**src/rtl/cube_pkg.sv**
```systemverilog
// Shared types and default sizes for the cube wireframe path
// (get_cube, cube_line_sequencer, line rasterizer).
package cube_pkg;

   localparam int CUBE_CW        = 16;
   localparam int CUBE_NUM_LINES = 12;

   typedef enum logic [2:0] {
      IDLE,
      CLEAR,
      LOOKUP,
      ISSUE,
      DRAW,
      DONE
   } seq_state_t;

   typedef struct packed {
      logic [CUBE_CW-1:0] x0;
      logic [CUBE_CW-1:0] y0;
      logic [CUBE_CW-1:0] x1;
      logic [CUBE_CW-1:0] y1;
   } line_t;

endpackage

```
**src/rtl/cube_line_sequencer_lat_wait.sv**
```systemverilog
// Loadable down-counter; done is high whenever the count has reached zero.
// Loading N gives N+1 cycles before done is seen in the loaded state.
module lat_wait #(
   parameter int W = 2
) (
   input  logic         clk,
   input  logic         rst,
   input  logic         load,
   input  logic [W-1:0] load_val,
   output logic         done
);

   logic [W-1:0] cnt;

   // NOTE: clocked state uses non-blocking assignments so every register samples pre-edge values.
   always_ff @(posedge clk) begin
      if (rst)
         cnt <= '0;
      else if (load)
         cnt <= load_val;
      else if (cnt != '0)
         cnt <= cnt - W'(1);
   end

   assign done = (cnt == '0);

endmodule

```
**src/rtl/cube_line_sequencer.sv**
```systemverilog
// Frame sequencer: optional framebuffer clear, then walks line_id through
// get_cube and hands each endpoint bundle to the rasterizer.
module cube_line_sequencer
   import cube_pkg::*;
#(
   parameter int NUM_LINES  = CUBE_NUM_LINES,
   parameter int ID_W       = 32,
   parameter int CW         = CUBE_CW,
   parameter int LOOKUP_LAT = 1,
   parameter int CLEAR_EN   = 1
) (
   input  logic            clk,
   input  logic            rst,
   input  logic            frame_start,
   output logic [ID_W-1:0] line_id,
   input  logic [CW-1:0]   x0_in,
   input  logic [CW-1:0]   y0_in,
   input  logic [CW-1:0]   x1_in,
   input  logic [CW-1:0]   y1_in,
   output logic            clear_req,
   input  logic            clear_done,
   output logic            line_valid,
   input  logic            line_ready,
   output logic [CW-1:0]   x0,
   output logic [CW-1:0]   y0,
   output logic [CW-1:0]   x1,
   output logic [CW-1:0]   y1,
   input  logic            draw_done,
   output logic            busy,
   output logic            frame_done,
   output logic            frame_overrun
);

   localparam int              WAIT_W  = (LOOKUP_LAT > 0) ? $clog2(LOOKUP_LAT + 1) : 1;
   localparam logic [ID_W-1:0] LAST_ID = ID_W'(NUM_LINES - 1);

   typedef struct packed {
      logic [CW-1:0] x0;
      logic [CW-1:0] y0;
      logic [CW-1:0] x1;
      logic [CW-1:0] y1;
   } ends_t;

   seq_state_t state, state_nx;
   ends_t      ends_q;
   logic       enter_lookup;
   logic       wait_done;
   logic       last_line;
   logic       accept;

   assign last_line = (line_id == LAST_ID);
   assign accept    = line_valid && line_ready;

   // The wait counter is reloaded on every entry into LOOKUP, so its
   // done flag marks the final of LOOKUP_LAT+1 cycles there.
   lat_wait #(.W(WAIT_W)) u_lat_wait (
      .clk      (clk),
      .rst      (rst),
      .load     (enter_lookup),
      .load_val (WAIT_W'(LOOKUP_LAT)),
      .done     (wait_done)
   );

   // NOTE: every signal written here gets a default first, so no path leaves one unassigned and no latch is inferred.
   always_comb begin
      state_nx     = state;
      enter_lookup = 1'b0;
      case (state)
         IDLE:
            if (frame_start) begin
               state_nx     = (CLEAR_EN != 0) ? CLEAR : LOOKUP;
               enter_lookup = (CLEAR_EN == 0);
            end
         CLEAR:
            if (clear_done) begin
               state_nx     = LOOKUP;
               enter_lookup = 1'b1;
            end
         LOOKUP:
            if (wait_done) state_nx = ISSUE;
         ISSUE:
            if (accept) state_nx = DRAW;
         DRAW:
            if (draw_done) begin
               state_nx     = last_line ? DONE : LOOKUP;
               enter_lookup = !last_line;
            end
         DONE:
            state_nx = IDLE;
         default:
            state_nx = IDLE;
      endcase
   end

   always_ff @(posedge clk) begin
      if (rst) begin
         state         <= IDLE;
         line_id       <= '0;
         ends_q        <= '0;
         line_valid    <= 1'b0;
         clear_req     <= 1'b0;
         busy          <= 1'b0;
         frame_done    <= 1'b0;
         frame_overrun <= 1'b0;
      end else begin
         state <= state_nx;
         if (state == IDLE && frame_start)
            line_id <= '0;
         else if (state == DRAW && draw_done && !last_line)
            line_id <= line_id + ID_W'(1);
         if (state == LOOKUP && wait_done)
            ends_q <= '{x0: x0_in, y0: y0_in, x1: x1_in, y1: y1_in};
         // valid rises one cycle into ISSUE and falls right after the accept
         line_valid    <= (state == ISSUE) && !accept;
         clear_req     <= (state_nx == CLEAR);
         busy          <= (state_nx != IDLE);
         frame_done    <= (state_nx == DONE);
         frame_overrun <= frame_start && (state != IDLE);
      end
   end

   assign x0 = ends_q.x0;
   assign y0 = ends_q.y0;
   assign x1 = ends_q.x1;
   assign y1 = ends_q.y1;

endmodule

```
**config.mk**
```make
export PLATFORM = sky130hd
export DESIGN_NAME = cube_line_sequencer
export DESIGN_NICKNAME = d
export VERILOG_FILES = /design/src/rtl/cube_pkg.sv /design/src/rtl/cube_line_sequencer_lat_wait.sv /design/src/rtl/cube_line_sequencer.sv
export SDC_FILE = /design/constraint.sdc
export NUM_CORES = 1
export LEC_CHECK = 0
export CAP_MARGIN = 10
export CORE_MARGIN = 2
export CORE_UTILIZATION = 39
export DETAILED_ROUTE_END_ITERATION = 16
export GPL_TIMING_DRIVEN = 0
export PLACE_DENSITY = 0.76
export SKIP_LAST_GASP = 1
export SLEW_MARGIN = 15
export SYNTH_ARGS = -nofsm -noshare
export SYNTH_HDL_FRONTEND = slang
export SYNTH_HIERARCHICAL = 1
export SYNTH_SLANG_ARGS = --single-unit
```
**constraint.sdc**
```tcl
create_clock -name clk -period 2 [get_ports clk]
set_clock_uncertainty 0.1 [all_clocks]
set_input_delay 0.2 -clock clk [delete_from_list [all_inputs] [get_ports clk]]
set_output_delay 0.2 -clock clk [all_outputs]
set_load 0.005 [all_outputs]
```
Yosys cells after proc, flatten, opt, wreduce, memory -nomap -nowiden:

Index checks and enable logic that the tools add are counted.

* add/sub/neg operators: 2
* multiply operators: 0
* divide/modulo/power cells: 0
* magnitude comparators: 0
* equal/unequal tests: 7
* shift operators: 0
* muxes and demuxes: 12
* bitwise gates (word level): 1
* reductions and logical operators: 13

Operators with widths (number)
* $add A32 B1 Y32 const B: 1
* $eq A32 B4 Y1 const B: 1
* $mux W3: 6
* $pmux W3 S5: 1
* $logic_and A1 B1 Y1: 7
* $eq A3 B1 Y1 const B: 2
* $eq A3 B2 Y1 const B: 2
* $eq A3 B3 Y1 const B: 2
* $reduce_bool A3 Y1: 2
* $mux W1: 4
* $logic_not A3 Y1: 1
* $logic_not A1 Y1: 2
* $pmux W1 S2: 1
* $reduce_or A2 Y1: 1
* $not A1 Y1: 1
* $sub A1 B1 Y1 const B: 1

* flip-flop bits (word level): 105
* latch bits: 0
* RAM bits: 0
* ROM bits: 0
* bits of input ports: 70
* output and inout bits: 101
* logic and storage cells: 47
* memories kept: 0

Longest topological paths before layout:

Gate-level depths: netlist of the first run.

* depth after elaboration: 5
* gate-level depth with buffers: 8
* mapped depth without buffers: 6

Hierarchy:

The synthesis of the first run kept the hierarchy.

By module, submodules not included
* cube_line_sequencer: times used 1, cells each 519, area an instance 4212.8 µm², seq. area each 2082.0 µm²
* lat_wait: times used 1, cells each 3, area an instance 32.5 µm², seq. area each 20.0 µm²

Least setup slack after synthesis of the first run:

No wires, ideal clock.

* path kind: register to register
* from: reg line_id[0]
* to: reg line_id[0]
* setup time: 128 ps
* arrival: 1661 ps
* required time: 1772 ps
* path slack: 111 ps
* stages on the path, launching flop included: 9
* path buffers: 2
* clock period less this slack: 1889 ps
* cells stage by stage: dfxtp_1 -> ha_1 -> nor4b_1 -> nand4_1 -> o21ai_2 -> buf_6 -> buf_6 -> xor2_1 -> nor2_1

* cells in the longest elaborated chain, start to end: 3
* elaborated cells on any way between the ends: 4
* classes of those cells: add/sub: 1; eq/ne: 1; reduce/logical: 2

Ends and longest elaborated chain
* start, declared: line cube_line_sequencer.sv:15 `output logic [ID_W-1:0] line_id,`
* start signal, assigned: line cube_line_sequencer.sv:110 `line_id <= line_id + ID_W'(1);`
* branches (longest 3 deep; another with $add A32 B1 Y32)

Parallel ways; which one is timed is not known.
A chain may end at the register's enable or synchronous reset.

Final worst setup path of the first run:

* from: reg line_id[0]
* to: reg line_id[5]

Same word-level chain as after synthesis.

==> flow_summary_export.csv, run 1 <==
group,metric,value,unit
run_status,status,"finished, final reports clean",
cts,clock_sinks,105,
logic_synthesis,synth.distinct_cells,48,
routing,drc_errors,0,
timing,drv_slew,0,
logic_synthesis,avgSynthCellArea,8.13,µm²
grt,grt-ovfl-total,0,
final_layout,area_delta_synth_final,53.1,%
grt,grt_max_degree,20,
logic_synthesis,synth_nets,593,
die,ios,171,
cts,htreeDepth,3,
worst_setup_path,r2r-end,"line_id[5]$_SDFFE_PP0P_",
cts,cts_hold_buffers,0,
logic_synthesis,synth_top_area_frac,0.495,
logic_synthesis,synth_edf_count,0,
routing,viasPerCell,5.17,
cts,clk_latency,0.36,ns
worst_setup_path,crit_arrival,2.14,ns
timing,period_minus_slack,1.94,ns
placement,dp_cells,832,
placement,dp_hpwl,9430,µm
worst_setup_path,critPathCaptureType,"flop",
grt,antenna_found_initial,0,
run,drv_cap,0,
routing,num_vias,4448,
logic_synthesis,synth_largest_area_cell,"dfxtp_1",
logic_synthesis,netlist_area,4250,µm²
final_layout,fillers,928,
timing,whs,0.273,ns
grt,grt_pass1_vias,4189,
worst_setup_path,ff2ff_setup_slack,0.06,ns
logic_synthesis,synthTopCellsByArea,"dfxtp_1, nand2_1, a21oi_1",
die,dieArea,11700,µm²
timing,rsz0062_at_grt,"true",
power,cellPowerDensity,612,nW/µm²
power,total_power,3.98,mW
cts,cts_buffer_depth,2,
die,row_count,38,
routing,wl,12800,µm
final_layout,multiInputGateArea,2070,µm²
logic_synthesis,syn_inst,522,
hold_path,hp-class,"input pin to flop",
logic_synthesis,synthArstFlopShare,0,
logic_synthesis,synth-xor-area-share,0.0330,
worst_setup_path,cp-start-kind,"flop",
logic_synthesis,synth_most_common_cell,"nand2_1",
logic_synthesis,synthMuxAreaShare,0,
power,leakagePower,2.23,nW
timing,max-slew-margin-rel,0.645,
logic_synthesis,synthFlopType,"dfxtp_1",
logic_synthesis,synth_top_family_by_area,"simple AND/OR/NAND/NOR gates",
cts,cts.reportedPaths.clkPinSlew,0.11,ns
routing,drtIter0Drc,252,
worst_setup_path,cp_max_fo,4,
placement,gp_congestion,0.843,
logic_synthesis,yosysSeqAreaShare,0.495,
timing,finalCritPeriodShare,0.968,
timing,fmax,0.516,GHz
worst_setup_path,crit_required,2.20,ns
worst_setup_path,rr_startpoint,"line_id[0]$_SDFFE_PP0P_",
cts,cts_tree,"yes",
die,die_w,108,µm
timing,worstMarginPinSlew,0.533,ns
logic_synthesis,synth_compound_area_frac,0.135,
final_layout,drive_gt1_frac,0.0999,
final_layout,fin_nets,787,
grt,grtUsageTotal,0.208,
die,core,10700,µm²
routing,drt_pre_antenna_iters,4,
hold_path,whs_path_depth,3,
logic_synthesis,yosys_register_bits,105,
grt,grt_pass1_wl,19600,µm
hold_path,hold_path_end,"y0[3]$_SDFFE_PP0P_",
routing,wire_per_inst,14.8,µm
placement,numPortBuffers,170,
worst_setup_path,r2r_cells,7,
worst_setup_path,crit_type,"flop to flop",
hold_path,hp-start,"y0_in[3]",
cts,cts-buffers-inserted,9,
timing,setup_viol,0,
logic_synthesis,synth-adder-area-share,0.00295,
logic_synthesis,yosysWarnings,6,
logic_synthesis,synthTopCellsByCount,"nand2_1, dfxtp_1, a21oi_1, nor2_1, clkbuf_1",
die,initial_utilization,0.395,
timing,hold_viol,0,
final_layout,final-seq-area,2110,µm²
power,ir_drop,0.429,mV
final_layout,fin_cells,861,
logic_synthesis,yosys.area_share.simple,0.297,
final_layout,utilization,0.605,
die,die_h,108,µm
final_layout,antenna_cells,0,
routing,ant_nets,0,
cts,cts-root-buf,"clkbuf_8",
## metrics by stage
stage / area (µm²) / TNS (ns) / setup slack, ns
floorplan: 4250 / 0 / 0.111
global placement: 6120 / -5.74 / -0.207
detailed placement: 6120 / -6.77 / -0.229
CTS: 6350 / -0.00523 / -0.00523
global route: 6500 / -0.178 / -0.0474
finish: 6500 / 0 / 0.0631
## critical path, cell delays in order (launching register included)
cell and delay (ns):
dfxtp_4 0.38, ha_4 0.18, nor4b_2 0.16, nand4_1 0.18, o21ai_4 0.09, buf_4 0.15, or4_1 0.51, a21oi_2 0.13
## power breakdown
part	leakage, nW	internal (mW)	switching [mW]
sequential	0.853	2.15	0.0336
combinational	1.28	0.302	0.235
clock	0.0976	0.480	0.774
total	2.23	2.94	1.04
## how the worst max path moves through the flow
stage,to,slack [ns],start
after floorplan,line_id[0]$_SDFFE_PP0P_,0.11,line_id[0]$_SDFFE_PP0P_
after global placement,line_id[0]$_SDFFE_PP0P_,-0.21,line_id[0]$_SDFFE_PP0P_
after detailed placement,line_id[0]$_SDFFE_PP0P_,-0.23,line_id[0]$_SDFFE_PP0P_
after CTS,line_id[0]$_SDFFE_PP0P_,-0.005,line_id[23]$_SDFFE_PP0P_
after global routing,line_id[14]$_SDFFE_PP0P_,-0.05,line_id[23]$_SDFFE_PP0P_
final,line_id[5]$_SDFFE_PP0P_,0.06,line_id[0]$_SDFFE_PP0P_
## cells in the final DEF (no fill, tap or decap), drive strengths merged, types with 2 or more instances in the layout
cell type / instances
clkbuf: 28
nand2: 150
clkinv: 4
nor4: 8
inv: 6
or3: 14
nor3b: 2
buf: 24
clkdlybuf4s50: 170
o21ai: 15
nand3: 15
and3: 3
xor2: 16
a21oi: 80
nor4b: 2
nand4: 17
nor2b: 5
nor3: 6
o31ai: 2
nor2: 28
dfxtp: 105
or2: 2
## registers in the layout, indices dropped and copies added (netlist names)
name,flops
busy,1
u_lat_wait/cnt,1
line_id,32
state,3
clear_req,1
y1,16
frame_overrun,1
x1,16
x0,16
y0,16
line_valid,1
frame_done,1
## timing repair
action | 4_1_cts | 5_1_grt
setup buffers | 2 | 11
endpoints found under the hold margin | 0 | 0
endpoints found under the setup margin | 18 | 34
resized for setup | 9 | 22
pin swaps | 1 | 8
## layout make-up
| class | count | share of cell area |
|---|---|---|
| Buffer | 30 | 0.0227 |
| Clock inverter | 7 | 0.00962 |
| Clock buffer | 9 | 0.0191 |
| Inverter | 3 | 0.00173 |
| Timing Repair Buffer | 183 | 0.277 |
| Sequential cell | 105 | 0.325 |
| Tap cell | 140 | 0.0269 |
| Multi-Input combinational cell | 384 | 0.318 |
## logic make-up (layout without fill, tap and decap cells)
| logic type | after synthesis | in the layout |
|---|---|---|
| DFF | 105 | 105 |
| AOI/OAI and AO/OA | 107 | 107 |
| buffers and inverters | 33 | 232 |
| adders and majority gates | 1 | 1 |
| and+or+nand+nor | 259 | 259 |
| xor gates and xnor gates | 16 | 16 |
| other | 1 | 1 |
## routing by layer
layer	routed length (µm)	GRT usage	up-vias
met5	0	0	-
met2	6370	0.377	183
met1	5230	0.237	2085
met3	979	0.0615	14
li1	-	-	2166
met4	195	0.0623	0
Power figures use the tool's default switching activity.
==> run 2: changes to the inputs <==
--- a/config.mk
+++ b/config.mk
@@ -11,6 +11,7 @@
 export DETAILED_ROUTE_END_ITERATION = 16
 export GPL_TIMING_DRIVEN = 0
 export PLACE_DENSITY = 0.76
+export SKIP_CTS_REPAIR_TIMING = 1
 export SKIP_LAST_GASP = 1
 export SLEW_MARGIN = 15
 export SYNTH_ARGS = -nofsm -noshare
==> run 2 against run 1 <==
  * Worst hold slack improved by 0.00098 ns
  * Total power shrank 0.21%
  * Setup slack improved by 0.0088 ns
  * Wire length down 1.5%
  * First-iteration DRC count down 5.2%
  * Count of clock-buffer cells in the layout stayed put
  * Cell count down 0.35%
  * Register-to-register slack barely moved
  * Die area did not move
  * Critical path depth unchanged
  * Combinational power about the same
  * Critical path type unchanged
  * Largest power group unchanged
  * Highest routed layer unchanged
==> flow_summary_export.csv, run 2 (synthesis results as in run 1) <==
group,metric,value,unit
cts,cts-root-buf,"clkbuf_8",
die,ios,171,
die,die_h,108,µm
routing,wire_per_inst,14.7,µm
worst_setup_path,cp-start-kind,"flop",
routing,wl,12600,µm
timing,whs,0.274,ns
worst_setup_path,crit_arrival,2.13,ns
run_status,status,"finished, final reports clean",
cts,cts_tree,"yes",
timing,rsz0062_at_grt,"true",
die,dieArea,11700,µm²
grt,grtUsageTotal,0.207,
routing,ant_nets,0,
worst_setup_path,cp_max_fo,9,
worst_setup_path,rr_startpoint,"state[0]$_SDFF_PP0_",
hold_path,hp-class,"input pin to flop",
grt,grt_pass1_wl,19500,µm
die,initial_utilization,0.395,
worst_setup_path,path_delay_family,"simple AND/OR/NAND/NOR gates",
placement,numPortBuffers,170,
placement,gp_congestion,0.843,
cts,clk_latency,0.36,ns
timing,worstMarginPinSlew,0.510,ns
worst_setup_path,max_stage_delay,0.49,ns
cts,htreeDepth,3,
grt,grt_pass1_vias,4171,
power,cellPowerDensity,613,nW/µm²
final_layout,utilization,0.603,
die,row_count,38,
timing,drv_slew,0,
timing,period_minus_slack,1.93,ns
timing,setup_tns,0,ns
final_layout,area_delta_synth_final,52.5,%
routing,viasPerCell,5.11,
final_layout,drive_gt1_frac,0.0947,
final_layout,largest_register_ff_count,32,
timing,setup_viol,0,
timing,layout_setup_ws,0.0719,ns
grt,antenna_found_initial,0,
final_layout,fin_nets,784,
cts,cts.reportedPaths.clkPinSlew,0.11,ns
die,die_w,108,µm
grt,grt_max_degree,20,
timing,finalCritPeriodShare,0.964,
placement,place_ws,-0.229,ns
final_layout,fillers,932,
routing,drtIter0Drc,239,
final_layout,top_register,"line_id",
final_layout,mostFrequentLayoutCell,"clkdlybuf4s50_1",
cts,cts_buffer_depth,2,
run,drv_cap,0,
power,ir_drop,0.427,mV
cts,cts-buffers-inserted,9,
routing,num_vias,4387,
worst_setup_path,setup.worst_path.start,"state[0]$_SDFF_PP0_",
worst_setup_path,slowest_stage,"or4_1",
worst_setup_path,crit_type,"flop to flop",
final_layout,antenna_cells,0,
worst_setup_path,worstPathCellList,"buf_2 -> nor2_2 -> and3_4 -> o21ai_4 -> buf_4 -> or4_1 -> a21oi_1",
cts,clock_sinks,105,
routing,drt_pre_antenna_iters,4,
placement,dp_hpwl,9430,µm
hold_path,hp-start,"y0_in[3]",
grt,grt-ovfl-total,0,
timing,fmax,0.519,GHz
worst_setup_path,critPathCaptureType,"flop",
die,core,10700,µm²
timing,max-slew-margin-rel,0.660,
power,leakagePower,2.21,nW
routing,drc_errors,0,
worst_setup_path,crit_required,2.20,ns
worst_setup_path,worst-path-buf-inv,2,
timing,hold_viol,0,
final_layout,final_cell_mix,"clkdlybuf4s50_1, nand2_1, dfxtp_1",
==> run 2: path summary, 6_finish.rpt <==
| check | end | slack, ns | depth (start not counted) |
|---|---|---|---|
| max | line_id[5]$_SDFFE_PP0P_ | 0.07 | 7 |
| min | y0[3]$_SDFFE_PP0P_ | 0.27 | 3 |
| max reg2reg | line_id[5]$_SDFFE_PP0P_ | 0.07 | 7 |
| min reg2reg | x0[14]$_SDFFE_PP0P_ | 0.36 | 2 |
==> run 2: through the flow <==
step	std cells	power (mW)	area, µm²
floorplan	522	2.44	4250
CTS	848	4.03	6310
finish	858	3.97	6480
detailed placement	832	2.77	6120
global route	858	4.18	6480
global placement	832	2.76	6120
==> run 2: final cells by class <==
cell class	count	area, µm²	share of cell area
plain buffers	30	144	0.0222
clock buffers	9	124	0.0191
clock inverters	7	62.6	0.00966
inverters	3	11.3	0.00174
multi-input cells	384	2070	0.319
flip-flops and latches	105	2120	0.327
well taps	140	175	0.0270
repair buffers	180	1780	0.274
==> run 2: metal layers <==
metal | vias up | track usage | share of wire
met5 | - | 0 | 0
met4 | 0 | 0.0641 | 0.017
met3 | 19 | 0.0591 | 0.076
met2 | 161 | 0.369 | 0.50
met1 | 2045 | 0.240 | 0.40
li1 | 2162 | - | -
==> run 2: power breakdown <==
part | switching [mW] | leakage, nW | internal (mW)
combinational | 0.234 | 1.26 | 0.300
sequential | 0.0329 | 0.854 | 2.15
clock | 0.769 | 0.0976 | 0.480
total | 1.04 | 2.21 | 2.93
==> run 2: worst min-delay path: stages <==
cell and delay (ns):
clkdlybuf4s50_1 0.39, nand2_1 0.06, a21oi_1 0.05
==> run 3: changes to the inputs <==
--- a/config.mk
+++ b/config.mk
@@ -10,7 +10,7 @@
 export CORE_UTILIZATION = 39
 export DETAILED_ROUTE_END_ITERATION = 16
 export GPL_TIMING_DRIVEN = 0
-export PLACE_DENSITY = 0.76
+export PLACE_DENSITY = 0.8
 export SKIP_CTS_REPAIR_TIMING = 1
 export SKIP_LAST_GASP = 1
 export SLEW_MARGIN = 15
==> run 3 against run 2 <==
  * Count of clock-buffer cells in the layout did not move
  * Maximum frequency fell by 2.4%
  * Flip-flop and latch count did not move
  * Setup slack got worse by 0.047 ns
  * Critical path depth rose by 1
  * Cell count fell by 0.70%
  * Highest routed layer unchanged
==> flow_summary_export.csv, run 3 (synthesis results as in run 1) <==
group,metric,value,unit
worst_setup_path,cp_max_fo,10,
grt,grt_max_degree,19,
worst_setup_path,critPathCaptureType,"flop",
final_layout,utilization,0.597,
grt,grt-ovfl-total,0,
final_layout,final_area,6420,µm²
die,die_h,108,µm
timing,drv_slew,0,
worst_setup_path,crit_arrival,2.14,ns
placement,numPortBuffers,170,
die,dieArea,11700,µm²
final_layout,area_delta_synth_final,51.2,%
die,ios,171,
grt,grtUsageTotal,0.203,
routing,num_vias,4320,
final_layout,drive_gt1_frac,0.0829,
hold_path,hp-class,"input pin to flop",
grt,grt_pass1_vias,4091,
routing,ant_nets,0,
cts,cts-buffers-inserted,9,
routing,viasPerCell,5.07,
routing,drc_errors,0,
placement,dp_hpwl,9230,µm
timing,finalCritPeriodShare,0.987,
die,die_w,108,µm
timing,setup_viol,0,
cts,cts.reportedPaths.clkPinSlew,0.11,ns
timing,whs,0.256,ns
final_layout,fin_nets,778,
timing,max-slew-margin-rel,0.666,
routing,drt_pre_antenna_iters,4,
timing,setup_tns,0,ns
cts,cts-root-buf,"clkbuf_8",
cts,cts_tree,"yes",
run,drv_cap,0,
cts,clock_sinks,105,
grt,antenna_found_initial,0,
timing,hold_viol,0,
cts,clk_latency,0.38,ns
final_layout,final_cell_mix,"clkdlybuf4s50_1, nand2_1, dfxtp_1",
timing,rsz0062_at_grt,"true",
timing,worstMarginPinSlew,0.501,ns
routing,drtIter0Drc,295,
die,row_count,38,
power,leakagePower,2.17,nW
worst_setup_path,cp-start-kind,"flop",
final_layout,top_register,"line_id",
cts,cts_buffer_depth,2,
placement,gp_congestion,0.877,
cts,htreeDepth,3,
power,ir_drop,0.307,mV
final_layout,largest_register_ff_count,32,
placement,place_area,6120,µm²
final_layout,antenna_cells,0,
final_layout,mostFrequentLayoutCell,"clkdlybuf4s50_1",
power,cellPowerDensity,632,nW/µm²
run_status,status,"finished, final reports clean",
worst_setup_path,crit_required,2.16,ns
die,initial_utilization,0.395,
grt,grt_pass1_wl,19000,µm
routing,wl,12200,µm
timing,period_minus_slack,1.97,ns
routing,wire_per_inst,14.4,µm
worst_setup_path,crit_type,"flop to flop",
die,core,10700,µm²
timing,fmax,0.506,GHz
[run 3: area by class of cell]
cell class                 instances  area, µm²
timing repair buffer             174       1730
fill                             929       4330
multi-input combinational        384       2040
clock buffer                       9        124
tap                              140        175
sequential                       105       2110
inverter                           3       11.3
buffer                            30        143
clock inverter                     7       76.3
[run 3: metal layers]
layer | vias to the layer above | part of all wire | wire, µm | GRT usage
met3 | 24 | 0.078 | 954 | 0.0458
li1 | 2138 | - | - | -
met5 | - | 0 | 0 | 0
met4 | 0 | 0.025 | 301 | 0.0879
met1 | 1999 | 0.40 | 4840 | 0.234
met2 | 159 | 0.50 | 6130 | 0.361
[run 3: worst paths after layout]
| check | start | to | slack [ns] | cells after the start |
|---|---|---|---|---|
| min | x1_in[12] | x1[12]$_SDFFE_PP0P_ | 0.26 | 3 |
| max | line_id[1]$_SDFFE_PP0P_ | u_lat_wait/cnt$_SDFF_PP0_ | 0.03 | 8 |
| max reg2reg | line_id[1]$_SDFFE_PP0P_ | u_lat_wait/cnt$_SDFF_PP0_ | 0.03 | 8 |
| min reg2reg | x0[10]$_SDFFE_PP0P_ | x0[10]$_SDFFE_PP0P_ | 0.36 | 2 |
[run 3: critical path: stages, from the launching register on]
cell	delay [ns]
dfxtp_4	0.37
ha_2	0.20
nor4b_2	0.20
nand4_1	0.22
o21ai_4	0.25
buf_6	0.16
buf_6	0.15
nand2_1	0.06
and3b_1	0.15
[run 3: power by group]
group	internal, mW	switching (mW)	total [mW]
Clock	0.587	0.750	1.34
Sequential	2.15	0.0318	2.19
Combinational	0.300	0.235	0.534
[run 3: through the flow]
step / setup slack, ns / power (mW) / cells
after floorplan: 0.111 / 2.44 / 522
after global placement: -0.187 / 2.75 / 832
after detailed placement: -0.225 / 2.77 / 832
after CTS: -0.216 / 4.10 / 848
after global routing: -0.0590 / 4.25 / 852
final: 0.0251 / 4.06 / 852
